==> src/rtl/bitonic_pkg.sv <==
// Shared definitions for the bitonic sorting network stages.
package bitonic_pkg;

    localparam int DATA_W = 8;
    localparam int NUM_EL = 8;

    localparam bit CX_DESC = 1'b0;
    localparam bit CX_ASC  = 1'b1;

    // Element 1 of a frame lives at index 0.
    typedef logic [NUM_EL-1:0][DATA_W-1:0] frame_t;

endpackage

==> src/rtl/bitonic_s2_if.sv <==
// Valid/ready frame bus for the stage-2 merge block, both directions plus frame counter.
interface bitonic_s2_if;
    import bitonic_pkg::*;

    logic       in_valid;
    logic       in_ready;
    frame_t     number_in;
    logic       out_valid;
    logic       out_ready;
    frame_t     number_out;
    logic [7:0] frame_cnt;

    modport slave (
        input  in_valid, number_in, out_ready,
        output in_ready, out_valid, number_out, frame_cnt
    );

    modport master (
        output in_valid, number_in, out_ready,
        input  in_ready, out_valid, number_out, frame_cnt
    );

endinterface

==> src/rtl/bitonic_cx.sv <==
// Combinational compare-exchange cell; o_lo is the lower-index result.
module bitonic_cx
    import bitonic_pkg::*;
#(
    parameter bit DIR = CX_DESC,
    parameter int W   = DATA_W
) (
    input  logic [W-1:0] i_a,
    input  logic [W-1:0] i_b,
    output logic [W-1:0] o_lo,
    output logic [W-1:0] o_hi
);

    logic w_swap;

    // Strict compare so equal values pass straight through.
    assign w_swap = (DIR == CX_DESC) ? (i_b > i_a) : (i_a > i_b);
    assign o_lo   = w_swap ? i_b : i_a;
    assign o_hi   = w_swap ? i_a : i_b;

endmodule

==> src/rtl/bitonic_s2.sv <==
// Stage 2 of the 8-input bitonic sorter: two registered CX layers with valid/ready flow control.
module bitonic_s2
    import bitonic_pkg::*;
(
    input  logic          clk,
    input  logic          reset,
    bitonic_s2_if.slave   bus
);

    logic       w_a_en;
    logic       w_b_en;
    frame_t     w_l1;
    frame_t     w_l2;
    logic       r_a_valid;
    frame_t     r_a_data;
    logic       r_out_valid;
    frame_t     r_out_data;
    logic [7:0] r_frame_cnt;

    assign w_b_en = !r_out_valid || bus.out_ready;
    assign w_a_en = !r_a_valid || w_b_en;

    genvar k;
    // Layer 1: distance-2 exchanges, upper half descending, lower half ascending.
    for (k = 0; k < 2; k++) begin : g_l1
        bitonic_cx #(.DIR(CX_DESC)) u_desc (
            .i_a  (bus.number_in[k]),
            .i_b  (bus.number_in[k+2]),
            .o_lo (w_l1[k]),
            .o_hi (w_l1[k+2])
        );
        bitonic_cx #(.DIR(CX_ASC)) u_asc (
            .i_a  (bus.number_in[k+4]),
            .i_b  (bus.number_in[k+6]),
            .o_lo (w_l1[k+4]),
            .o_hi (w_l1[k+6])
        );
    end

    // Layer 2: distance-1 exchanges on the registered stage-A frame.
    for (k = 0; k < 2; k++) begin : g_l2
        bitonic_cx #(.DIR(CX_DESC)) u_desc (
            .i_a  (r_a_data[2*k]),
            .i_b  (r_a_data[2*k+1]),
            .o_lo (w_l2[2*k]),
            .o_hi (w_l2[2*k+1])
        );
        bitonic_cx #(.DIR(CX_ASC)) u_asc (
            .i_a  (r_a_data[2*k+4]),
            .i_b  (r_a_data[2*k+5]),
            .o_lo (w_l2[2*k+4]),
            .o_hi (w_l2[2*k+5])
        );
    end

    always_ff @(posedge clk) begin
        if (reset) begin
            r_a_valid   <= 1'b0;
            r_a_data    <= '0;
            r_out_valid <= 1'b0;
            r_out_data  <= '0;
            r_frame_cnt <= 8'd0;
        end else begin
            if (w_a_en) begin
                r_a_valid <= bus.in_valid;
                r_a_data  <= w_l1;
            end
            if (w_b_en) begin
                r_out_valid <= r_a_valid;
                r_out_data  <= w_l2;
            end
            if (r_out_valid && bus.out_ready) begin
                r_frame_cnt <= r_frame_cnt + 8'd1;
            end
        end
    end

    assign bus.in_ready   = w_a_en;
    assign bus.out_valid  = r_out_valid;
    assign bus.number_out = r_out_data;
    assign bus.frame_cnt  = r_frame_cnt;

endmodule
==> src/flat_wrapper.sv <==
// flat-port wrapper written by rule: the top's interface ports become plain ports
module bitonic_s2_flat import bitonic_pkg::*;
  (clk, reset, bus_in_valid, bus_number_in, bus_out_ready, bus_in_ready, bus_out_valid, bus_number_out, bus_frame_cnt);
  bitonic_s2_if bus_i ();
  input  logic clk;
  input  logic reset;
  input wire logic [$bits(bus_i.in_valid)-1:0] bus_in_valid;
  input wire logic [$bits(bus_i.number_in)-1:0] bus_number_in;
  input wire logic [$bits(bus_i.out_ready)-1:0] bus_out_ready;
  output wire logic [$bits(bus_i.in_ready)-1:0] bus_in_ready;
  output wire logic [$bits(bus_i.out_valid)-1:0] bus_out_valid;
  output wire logic [$bits(bus_i.number_out)-1:0] bus_number_out;
  output wire logic [$bits(bus_i.frame_cnt)-1:0] bus_frame_cnt;
  assign bus_i.in_valid = bus_in_valid;
  assign bus_i.number_in = bus_number_in;
  assign bus_i.out_ready = bus_out_ready;
  assign bus_in_ready = bus_i.in_ready;
  assign bus_out_valid = bus_i.out_valid;
  assign bus_number_out = bus_i.number_out;
  assign bus_frame_cnt = bus_i.frame_cnt;
  bitonic_s2 u_core (.clk(clk), .reset(reset), .bus(bus_i));
endmodule
==> config.mk <==
export PLATFORM = sky130hd
export DESIGN_NAME = bitonic_s2_flat
export DESIGN_NICKNAME = d
export VERILOG_FILES = /design/src/rtl/bitonic_pkg.sv /design/src/rtl/bitonic_s2_if.sv /design/src/rtl/bitonic_cx.sv /design/src/rtl/bitonic_s2.sv /design/src/flat_wrapper.sv
export SDC_FILE = /design/constraint.sdc
export NUM_CORES = 1
export LEC_CHECK = 0
export CAP_MARGIN = 10
export CELL_PAD_IN_SITES_DETAIL_PLACEMENT = 0
export CELL_PAD_IN_SITES_GLOBAL_PLACEMENT = 1
export CORE_ASPECT_RATIO = 0.9
export CORE_MARGIN = 2
export CORE_UTILIZATION = 35
export CTS_BUF_LIST = sky130_fd_sc_hd__clkbuf_8
export CTS_CLUSTER_DIAMETER = 200
export CTS_CLUSTER_SIZE = 12
export DETAILED_ROUTE_END_ITERATION = 8
export HOLD_SLACK_MARGIN = 0.15
export PLACE_DENSITY_LB_ADDON = 0.1
export SETUP_SLACK_MARGIN = 0.05
export SLEW_MARGIN = 20
export SYNTH_ARGS = -nofsm -noshare
export SYNTH_HDL_FRONTEND = slang
export SYNTH_SLANG_ARGS = --single-unit
==> constraint.sdc <==
create_clock -name clk -period 2 [get_ports clk]
set_input_delay 0.3 -clock clk [delete_from_list [all_inputs] [get_ports clk]]
set_output_delay 0.3 -clock clk [all_outputs]
set_load 0.01 [all_outputs]
# == Word level (Yosys, flattened, before mapping) ==
# Index checks and enable logic that the tools add are counted.
# word_totals
word_cells,49
in_bits,68
out_inout_bits,74
regBits,138
# op_classes
reduce_logical,5
add_sub_neg,1
mux,16
magnitude_cmp,8
# op_table
cell,count
$mux W8,16
$gt A8 B8 Y1,8
$add A8 B1 Y8 const B,1
$logic_not A1 Y1,2
$logic_or A1 B1 Y1,2
$logic_and A1 B1 Y1,1

# == Longest topological paths before layout ==
# Gate-level depths: netlist (run 1).
# depth
depth_word,3
depth_mapped,9

# == Cells and area by module ==
# Synthesis (run 1) repeated with hierarchy kept, for this count alone.
# hier_totals
hier_cells,957
hier_area_um2,8627.0
# modules_own_cells
module,area_each_um2,cells_per_inst,seq_area_each_um2,instances
bitonic_s2,4812.1,605,2762.6,1
bitonic_cx at u_core.g_l1[0].u_asc ...,476.7,44,0.0,7
bitonic_cx at u_core.g_l1[1].u_desc,478.0,44,0.0,1

# == Worst setup path before layout (run 1) ==
# OpenSTA, ideal clock, no wires.
# synth_path
path_type,input to register
startpoint,input bus_number_in[13]
endpoint,register u_core.r_a_data[12] (netlist name)
path_buffers,2
path_slack_ns,-0.031
required_time_ns,1.878
t_arrival_ns,1.909
cell_stages,9
path_cell_list,inv_1 ha_1 a211o_1 a21oi_2 or3b_1 buf_6 buf_12 a41oi_2 o22ai_1
# synth_between
elab_chain_len,2
# synth_rtl
item,line,text
"start, declared",flat_wrapper.sv:8,input wire logic [$bits(bus_i.number_in)-1:0] bus_number_in;
$gt A8 B8 Y1,bitonic_cx.sv:17,assign w_swap = (DIR == CX_DESC) ? (i_b > i_a) : (i_a > i_b);
$mux W8,bitonic_cx.sv:18,assign o_lo = w_swap ? i_b : i_a;
"end signal, assigned",bitonic_s2.sv:66,r_a_data <= w_l1;
"end, declared",bitonic_s2.sv:15,frame_t r_a_data;
# No other way between the ends.
# A chain may end at the register's enable or synchronous reset.

# == Worst setup path in the final report (run 1) ==
# layout_path
startpoint,input bus_number_in[7]
endpoint,register u_core.r_a_data[4] (netlist name)
# The elaborated chain is that of the path after synthesis.

==> results.ini, run 1 <==
[status]
status = completed

[route]
wl_per_cell_um = 18.1
drt_iter0_drc = 780
vias_per_cell = 5.41
route.detailed.drc = 0
drtAntennaViolNets = 0
firstDrtPassIters = 5
wl_um = 31100
vias = 9274

[timing]
fmax_mhz = 511
worstMarginPinSlew_ps = 415
relSlewSlack_pct = 72.4
setup_viol = 0
slew_viol_final = 0
fin_crit_sh_pct = 97.8
hold_viol_final = 0
finalClockSkew_ps = 11.9
rsz0062_at_grt = yes
post-route-min-period_ps = 1960
whs_ps = 253

[clock_network]
cts_tree = done
clk_pin_slew_ps = 80
cts_buffers = 17
clock-sinks = 138
htreeDepth = 4
cts-hold-fix-buffers = 0
cts.path.max_buffers = 2
cts_root_buffer = clkbuf_8
clk_latency_ps = 460

[grt]
grt_pass1_vias = 8246
grtUsageTotal_pct = 22.8
grt_max_degree = 50
grt_pass1_wl_um = 46600
antenna_found_initial = 0
overflow = 0

[logic_synthesis]
yosysUniqueCellTypes = 45
synth-edff-count = 0
avgSynthCellArea_um2 = 8.40
synth_area_um2 = 8690
async_flop_share_pct = 0
yosysSeqAreaShare_pct = 31.8
yosys_warnings = 0
synth-main-ff-cell = dfxtp_1
ys_ff_latch = 138
syn_inst = 1034
synth_nets = 1167

[floorplan]
die_h_um = 153
die_area_um2 = 26100
start_util_pct = 35.7
fp-row-count = 54
fp.coreArea_um2 = 24300
ios = 142
die_x_um = 170

[flow_run]
drv_cap = 0

[power_and_ir_drop]
vdd_drop_max_mv = 0.363
clkPwrFrac_pct = 25.0
net-switching-power_uw = 3400
seq_power_share_pct = 34.8
intPower_uw = 6240
powerDensity_nw_per_um2 = 712
swShare_pct = 35.3
combPwrFrac_pct = 40.2
leakage_uw = 0.00584

[critical_path]
rrSetupSlack_ps = 100
end_kind = flip-flop
cp_max_fo = 8
crit_path_start_kind = input pin
crit_required_ps = 2350
r2r_cells = 8
worstPathArrival_ps = 2310
critical_path_class = input pin to flip-flop

[layout]
design_area_um2 = 13500
layout-drive-gt1-share_pct = 31.9
syn2layout_area_growth_pct = 55.8
antenna_cells = 0
final_cell_mix = 254 x buf_4, 121 x dfxtp_1, 107 x clkdlybuf4s50_1, 79 x nand2_1, 75 x nand4_1
final_nets = 1526
final_common_cell = buf_4

[min_path]
hold_class = input pin to flip-flop
hold_depth = 3

[placed_design]
numPortBuffers = 141
dp_hpwl_um = 23100
place_area_um2 = 12200
place_congestion = 0.872

-- synth_stat cells, drive strengths merged, types with 31 or more instances --
cell type	count	area (µm²)
a41oi	48	646
dfxtp	138	2760
nand2	79	297
o211ai	69	518
nand3	69	345
a21oi	49	257
clkbuf	50	188
inv	82	308
nand4	78	507
buf	36	205
ha	65	813
o22ai	48	300
o21bai	31	233
or2	39	244
-- power by group through the flow --
stage	Combinational [µW]	Clock [µW]	Sequential (µW)
2_1_floorplan	1560	0	3420
6_report	3870	2410	3350
4_1_cts	3550	2460	3340
5_1_grt	4170	2570	3390
3_5_place_dp	3300	0	3400
3_3_place_gp	3270	0	3400
-- layout make-up --
| cell class | instances | area, µm² |
|---|---|---|
| clock buffer | 19 | 262 |
| sequential | 138 | 2790 |
| timing repair buffer | 424 | 3880 |
| multi-input combinational | 730 | 5770 |
| tap | 308 | 385 |
| inverter | 82 | 308 |
| clock inverter | 13 | 143 |
| fill | 2224 | 10800 |
-- metal layers --
| layer | part of all wire (%) | track usage [%] |
|---|---|---|
| met1 | 54 | 37.7 |
| met2 | 40 | 29.9 |
| met3 | 5.8 | 3.78 |
| met4 | 0.99 | 4.35 |
| met5 | 0 | 0 |
-- flip-flops by register name (all words and copies together) (netlist names) --
signal / cells
u_core.bus.number_out: 64
u_core.bus.out_valid: 1
u_core.r_a_data: 64
u_core.bus.frame_cnt: 8
u_core.r_a_valid: 1
-- cells by family after synthesis --
group	synth area share, %
compound gates	29.8
xor+xnor	0.605
fa+ha+maj	9.36
buf+inv	8.07
flops	31.8
mux	0.130
simple gates	20.2
-- final timing paths --
kind | start | to
hold / removal | bus_number_in[5] | u_core.r_a_data[21]
setup reg to reg | u_core.r_a_data[1] | u_core.bus.number_out[2]
setup / recovery | bus_number_in[7] | u_core.r_a_data[4]
hold reg to reg | u_core.bus.number_out[24] | u_core.bus.number_out[24]
-- critical path: stages --
cell	delay, ps
clkdlybuf4s50_1	510
inv_2	70
ha_4	270
o21ai_2	60
o21bai_2	180
nand3b_1	210
buf_6	150
buf_12	110
buf_4	110
a21oi_1	60
o31a_1	260
-- what timing repair did --
item,4_1_cts,5_1_grt
hold endpoints to repair,0,0
gates cloned,1,7
gates resized for setup,62,86
setup endpoints to repair,127,129
setup buffers,12,13
pin swaps,9,40
-- per-stage QoR --
step / setup WS [ps] / util, % / std cells / power [µW] / TNS, ps
floorplan: 54.4 / - / 1034 / 4980 / 0
global placement: -548 / 50.1 / 1649 / 6670 / -48680
detailed placement: -609 / 50.1 / 1649 / 6700 / -50980
CTS: 14.1 / 53.2 / 1694 / 9340 / 0
global route: 13.6 / 55.6 / 1714 / 10100 / 0
finish: 43.9 / 55.6 / 1714 / 9630 / 0
(Power assumes the default switching activity.)
==> run 2, diff against run 1 <==
- SKIP_CTS_REPAIR_TIMING: not set -> 1
==> run 2 against run 1 <==
Sequential power barely moved. Sequential share of layout area rose by 0.098 points. Cell count fell by 0.64%. Global-route usage fell by 0.45 points. Maximum frequency rose by 0.92%. Register-to-register slack got worse by 20 ps. Core utilization fell by 0.41 points. Critical path depth fell by 3. Non-clock buffer count fell by 10. Clock-buffer cell count did not move. Highest routed layer unchanged. Setup slack improved by 18 ps. Clock skew rose by 3.4 ps.
==> results.ini, run 2 (synthesis results as in run 1) <==
[timing]
worstMarginPinSlew_ps = 414  ; was 415 ps
relSlewSlack_pct = 72.4  ; about the same
fin_crit_sh_pct = 96.9  ; was 97.8%
rsz0062_at_grt = yes  ; unchanged
whs_ps = 253  ; about the same
setup_ws_ps = 61.8  ; was 43.9 ps
post-route-min-period_ps = 1940  ; was 1960 ps
finalClockSkew_ps = 15.3  ; was 11.9 ps
setup_tns_ps = 0  ; unchanged
fmax_mhz = 516  ; was 511 MHz
hold_viol_final = 0  ; unchanged
slew_viol_final = 0  ; unchanged
setup_viol = 0  ; unchanged

[clock_network]
cts_root_buffer = clkbuf_8  ; unchanged
cts_buffers = 17  ; unchanged
cts.path.max_buffers = 2  ; unchanged
htreeDepth = 4  ; unchanged
clk_latency_ps = 460  ; about the same
clk_pin_slew_ps = 90  ; was 80 ps
cts_tree = done  ; unchanged
clock-sinks = 138  ; unchanged

[critical_path]
crit_path_start_kind = input pin  ; unchanged
worstPathArrival_ps = 2290  ; was 2310 ps
crit_required_ps = 2350  ; about the same
r2r_cells = 7  ; was 8
r2r_end = u_core.bus.number_out[36]  ; was u_core.bus.number_out[2]
regToRegStartpoint = u_core.r_a_data[37]  ; was u_core.r_a_data[1]
cp_max_fo = 8  ; unchanged
end_kind = flip-flop  ; unchanged
rrSetupSlack_ps = 80  ; was 100 ps
critical_path_class = input pin to flip-flop  ; unchanged

[grt]
grt_max_degree = 50  ; unchanged
overflow = 0  ; unchanged
grt_pass1_vias = 8121  ; was 8246
grtUsageTotal_pct = 22.3  ; was 22.8%
grt_pass1_wl_um = 45600  ; was 46600 µm
antenna_found_initial = 0  ; unchanged

[route]
drt_iter0_drc = 792  ; was 780
firstDrtPassIters = 5  ; unchanged
route.detailed.drc = 0  ; unchanged
highest_layer = met4  ; unchanged
vias_per_cell = 5.35  ; was 5.41
wl_um = 30700  ; was 31100 µm
dr_wl_met2_um = 12100  ; was 12300 µm
met3_length_um = 1980  ; was 1810 µm
wl_per_cell_um = 18.0  ; was 18.1 µm
vias = 9113  ; was 9274
drtAntennaViolNets = 0  ; unchanged
m1WireLength_um = 16400  ; was 16600 µm

[floorplan]
die_x_um = 170  ; unchanged
die_h_um = 153  ; unchanged
die_area_um2 = 26100  ; unchanged
fp.coreArea_um2 = 24300  ; unchanged
ios = 142  ; unchanged
start_util_pct = 35.7  ; unchanged
fp-row-count = 54  ; unchanged

[power_and_ir_drop]
swShare_pct = 35.1  ; was 35.3%
seq_power_share_pct = 35.1  ; was 34.8%
clkPwrFrac_pct = 25.2  ; was 25.0%
vdd_drop_max_mv = 0.364  ; was 0.363 mV
net-switching-power_uw = 3350  ; was 3400 µW
combPwrFrac_pct = 39.7  ; was 40.2%
powerDensity_nw_per_um2 = 710  ; was 712 nW/µm²
intPower_uw = 6190  ; was 6240 µW
leakage_uw = 0.00583  ; was 0.00584 µW

[min_path]
min-delay-start = bus_number_in[5]  ; unchanged
hold_depth = 3  ; unchanged
hold_path_end = u_core.r_a_data[21]  ; unchanged
hold_class = input pin to flip-flop  ; unchanged

[layout]
antenna_cells = 0  ; unchanged
layout-drive-gt1-share_pct = 30.2  ; was 31.9%
final_cell_mix = 246 x buf_4, 125 x dfxtp_1, 112 x clkdlybuf4s50_1, 79 x nand2_1, 75 x nand4_1  ; was 254 x buf_4, 121 x dfxtp_1, 107 x clkdlybuf4s50_1, 79 x nand2_1, 75 x nand4_1
syn2layout_area_growth_pct = 54.6  ; was 55.8%
final-seq-area_um2 = 2780  ; was 2790 µm²
multi_input_area_um2 = 5710  ; was 5770 µm²
final_nets = 1515  ; was 1526
design_area_um2 = 13400  ; was 13500 µm²
fill_cells = 2234  ; was 2224
final_common_cell = buf_4  ; unchanged
finalNonFillerCells = 1703  ; was 1714

[placed_design]
place_area_um2 = 12200  ; unchanged
dpl.cell_count = 1649  ; unchanged
dp_hpwl_um = 23100  ; unchanged
dp_slack_ps = -609  ; unchanged
numPortBuffers = 141  ; unchanged
place_congestion = 0.872  ; unchanged

[status]
status = completed  ; unchanged

[flow_run]
drv_cap = 0  ; unchanged

[run 2: changes by cell type in the layout (fill, tap and decap cells not counted), moves of 4 or more]
cell,previous run,this run
dfxtp_1,121,125
dlygate4sd2_1,13,0
dlymetal6s2s_1,20,28
inv_2,15,11
a41oi_1,2,10
inv_1,69,73
a41oi_2,45,38
clkdlybuf4s50_1,107,112
buf_4,254,246
[run 2: stage by stage]
step           total power (µW)  util, %
2_1_floorplan              4980        -
3_3_place_gp               6670     50.1
3_5_place_dp               6700     50.1
4_1_cts                    9110     51.7
5_1_grt                   10000     55.2
6_report                   9540     55.2
[run 2: area by class of cell]
class | instances | area share [%]
sequential | 138 | 20.7
tap | 308 | 2.87
inverter | 82 | 2.29
clock inverter | 13 | 1.06
timing repair buffer | 414 | 28.7
clock buffer | 19 | 1.95
multi-input combinational | 729 | 42.5
[run 2: power groups by stage]
stage                     logic (µW)  registers (µW)  clock network [µW]
after floorplan                 1560            3420                   0
after global placement          3270            3400                   0
after detailed placement        3300            3400                   0
after global routing            4080            3390                2570
after CTS                       3320            3340                2460
final                           3780            3350                2400
[run 2: worst max-delay path by stage]
stage                             start                         to  slack, ps
global placement      bus_number_in[61]        u_core.r_a_data[42]       -550
finish                bus_number_in[41]        u_core.r_a_data[42]         60
floorplan             bus_number_in[61]        u_core.r_a_data[44]         50
detailed placement    bus_number_in[61]        u_core.r_a_data[40]       -610
CTS                 u_core.r_a_data[63]  u_core.bus.number_out[58]       -400
global route        u_core.r_a_data[45]  u_core.bus.number_out[36]        -20
[run 2: critical path, stage by stage]
cell and delay [ps]:
clkdlybuf4s50_1 520, ha_1 260, nor2b_1 130, o21a_1 180
or3b_4 420, clkbuf_16 190, a41oi_1 210, o22ai_1 100
[run 2: per-layer routing]
metal,vias up,track usage [%]
met5,-,0
met4,0,4.44
met3,24,3.99
met2,256,28.9
met1,4250,37.0
li1,4583,-
==> run 3, diff against run 2 <==
- SLEW_MARGIN: 20 -> not set
==> run 3 against run 2 <==
Critical path type unchanged. Register-to-register slack better by 20 ps. Die area did not move. Critical endpoint unchanged. Non-clock buffer count is 1 higher. First-iteration DRC count rose by 0.76%. Cell count about the same.
==> results.ini, run 3 (synthesis results as in run 1) <==
[route]
vias = 9131  ; was 9113
firstDrtPassIters = 5  ; unchanged
wl_um = 30700  ; about the same
wl_per_cell_um = 18.0  ; about the same
drtAntennaViolNets = 0  ; unchanged
route.detailed.drc = 0  ; unchanged
vias_per_cell = 5.36  ; was 5.35
drt_iter0_drc = 798  ; was 792

[power_and_ir_drop]
leakage_uw = 0.00584  ; was 0.00583 µW
powerDensity_nw_per_um2 = 710  ; about the same
vdd_drop_max_mv = 0.368  ; was 0.364 mV

[layout]
final_nets = 1516  ; was 1515
fill_cells = 2234  ; unchanged
finalNonFillerCells = 1704  ; was 1703
syn2layout_area_growth_pct = 54.8  ; was 54.6%
antenna_cells = 0  ; unchanged
final_cell_mix = 247 x buf_4, 121 x dfxtp_1, 111 x clkdlybuf4s50_1, 79 x nand2_1, 75 x nand4_1  ; was 246 x buf_4, 125 x dfxtp_1, 112 x clkdlybuf4s50_1, 79 x nand2_1, 75 x nand4_1
layout-drive-gt1-share_pct = 30.5  ; was 30.2%
multi_input_area_um2 = 5710  ; unchanged
final_common_cell = buf_4  ; unchanged
final-seq-area_um2 = 2780  ; about the same

[critical_path]
critical_path_class = input pin to flip-flop  ; unchanged
regToRegStartpoint = u_core.r_a_data[29]  ; was u_core.r_a_data[37]
cp-endpoint = u_core.r_a_data[42]  ; unchanged
end_kind = flip-flop  ; unchanged
crit_path_start = bus_number_in[41]  ; unchanged
crit_required_ps = 2360  ; was 2350 ps
cp_max_fo = 8  ; unchanged
rrSetupSlack_ps = 100  ; was 80 ps
crit_path_start_kind = input pin  ; unchanged
r2r_end = u_core.bus.number_out[23]  ; was u_core.bus.number_out[36]
r2r_cells = 7  ; unchanged
worstPathArrival_ps = 2310  ; was 2290 ps

[timing]
fin_crit_sh_pct = 97.5  ; was 96.9%
worstMarginPinSlew_ps = 404  ; was 414 ps
setup_viol = 0  ; unchanged
rsz0062_at_grt = yes  ; unchanged
hold_viol_final = 0  ; unchanged
fmax_mhz = 513  ; was 516 MHz
slew_viol_final = 0  ; unchanged
post-route-min-period_ps = 1950  ; was 1940 ps
relSlewSlack_pct = 73.0  ; was 72.4%
finalClockSkew_ps = 13.7  ; was 15.3 ps
setup_tns_ps = 0  ; unchanged

[clock_network]
clk_pin_slew_ps = 90  ; about the same
cts.path.max_buffers = 2  ; unchanged
cts_root_buffer = clkbuf_8  ; unchanged
cts_buffers = 17  ; unchanged
cts_tree = done  ; unchanged
clock-sinks = 138  ; unchanged
clk_latency_ps = 470  ; was 460 ps
htreeDepth = 4  ; unchanged

[flow_run]
drv_cap = 0  ; unchanged

[floorplan]
die_x_um = 170  ; unchanged
fp-row-count = 54  ; unchanged
die_area_um2 = 26100  ; unchanged
die_h_um = 153  ; unchanged
ios = 142  ; unchanged
fp.coreArea_um2 = 24300  ; unchanged
start_util_pct = 35.7  ; unchanged

[min_path]
hold_class = input pin to flip-flop  ; unchanged

[placed_design]
dp_hpwl_um = 23100  ; unchanged
dpl.cell_count = 1649  ; unchanged
place_congestion = 0.872  ; unchanged
numPortBuffers = 141  ; unchanged

[grt]
grt_max_degree = 50  ; unchanged
antenna_found_initial = 0  ; unchanged
overflow = 0  ; unchanged
grt_pass1_vias = 8121  ; unchanged
grt_pass1_wl_um = 45600  ; unchanged
grtUsageTotal_pct = 22.3  ; unchanged

[status]
status = completed  ; unchanged

-- run 3: cell count changes in the layout (fill, tap and decap cells not counted), sizes merged --
cell           before  now
buf               269  270
dlymetal6s2s       28   29
clkdlybuf4s50     112  111
-- run 3: where the power goes --
group          internal [µW]  switching [µW]
logic                   1920            1870
clock network           1180            1220
registers               3090             269
-- run 3: worst max-delay path: stages --
cell and delay (ps):
clkdlybuf4s50_1 520, ha_1 260, nor2b_1 130, o21a_1 170, or3b_4 410, clkbuf_16 190
a41oi_1 220, o22ai_1 100
-- run 3: metal layers --
| metal | global-route usage (%) | up-vias | share of wire (%) |
|---|---|---|---|
| met2 | 28.9 | 245 | 39 |
| met3 | 3.99 | 23 | 5.5 |
| met5 | 0 | - | 0 |
| met4 | 4.44 | 0 | 0.92 |
| met1 | 37.0 | 4273 | 54 |
| li1 | - | 4590 | - |
-- run 3: area by class of cell --
class | instances | share of cell area [%]
timing repair buffer | 415 | 28.7
inverter | 82 | 2.29
tap | 308 | 2.87
clock inverter | 13 | 1.06
multi-input combinational | 729 | 42.4
clock buffer | 19 | 1.94
sequential | 138 | 20.7
-- run 3: worst min-delay path by stage --
stage / start / end / cells past startpoint / slack, ps
4_1_cts: reset / u_core.r_a_data[3] / 3 / 390
2_1_floorplan: bus_in_valid / u_core.r_a_valid / 2 / 420
3_5_place_dp: u_core.bus.number_out[24] / u_core.bus.number_out[24] / 2 / 440
3_3_place_gp: u_core.bus.number_out[35] / u_core.bus.number_out[35] / 2 / 440
6_report: bus_number_in[5] / u_core.r_a_data[21] / 3 / 250
5_1_grt: bus_number_in[5] / u_core.r_a_data[21] / 3 / 250
-- run 3: stage by stage --
| stage | hold WS [ps] | total power, µW | util, % | cell area, µm² | worst slack (ps) |
|---|---|---|---|---|---|
| floorplan | 421 | 4980 | - | 8740 | 54.4 |
| global route | 249 | 10000 | 55.3 | 13400 | -8.42 |
| CTS | 387 | 9110 | 51.7 | 12600 | -398 |
| global placement | 437 | 6670 | 50.1 | 12200 | -548 |
| detailed placement | 443 | 6700 | 50.1 | 12200 | -609 |
| finish | 249 | 9550 | 55.3 | 13400 | 49.8 |
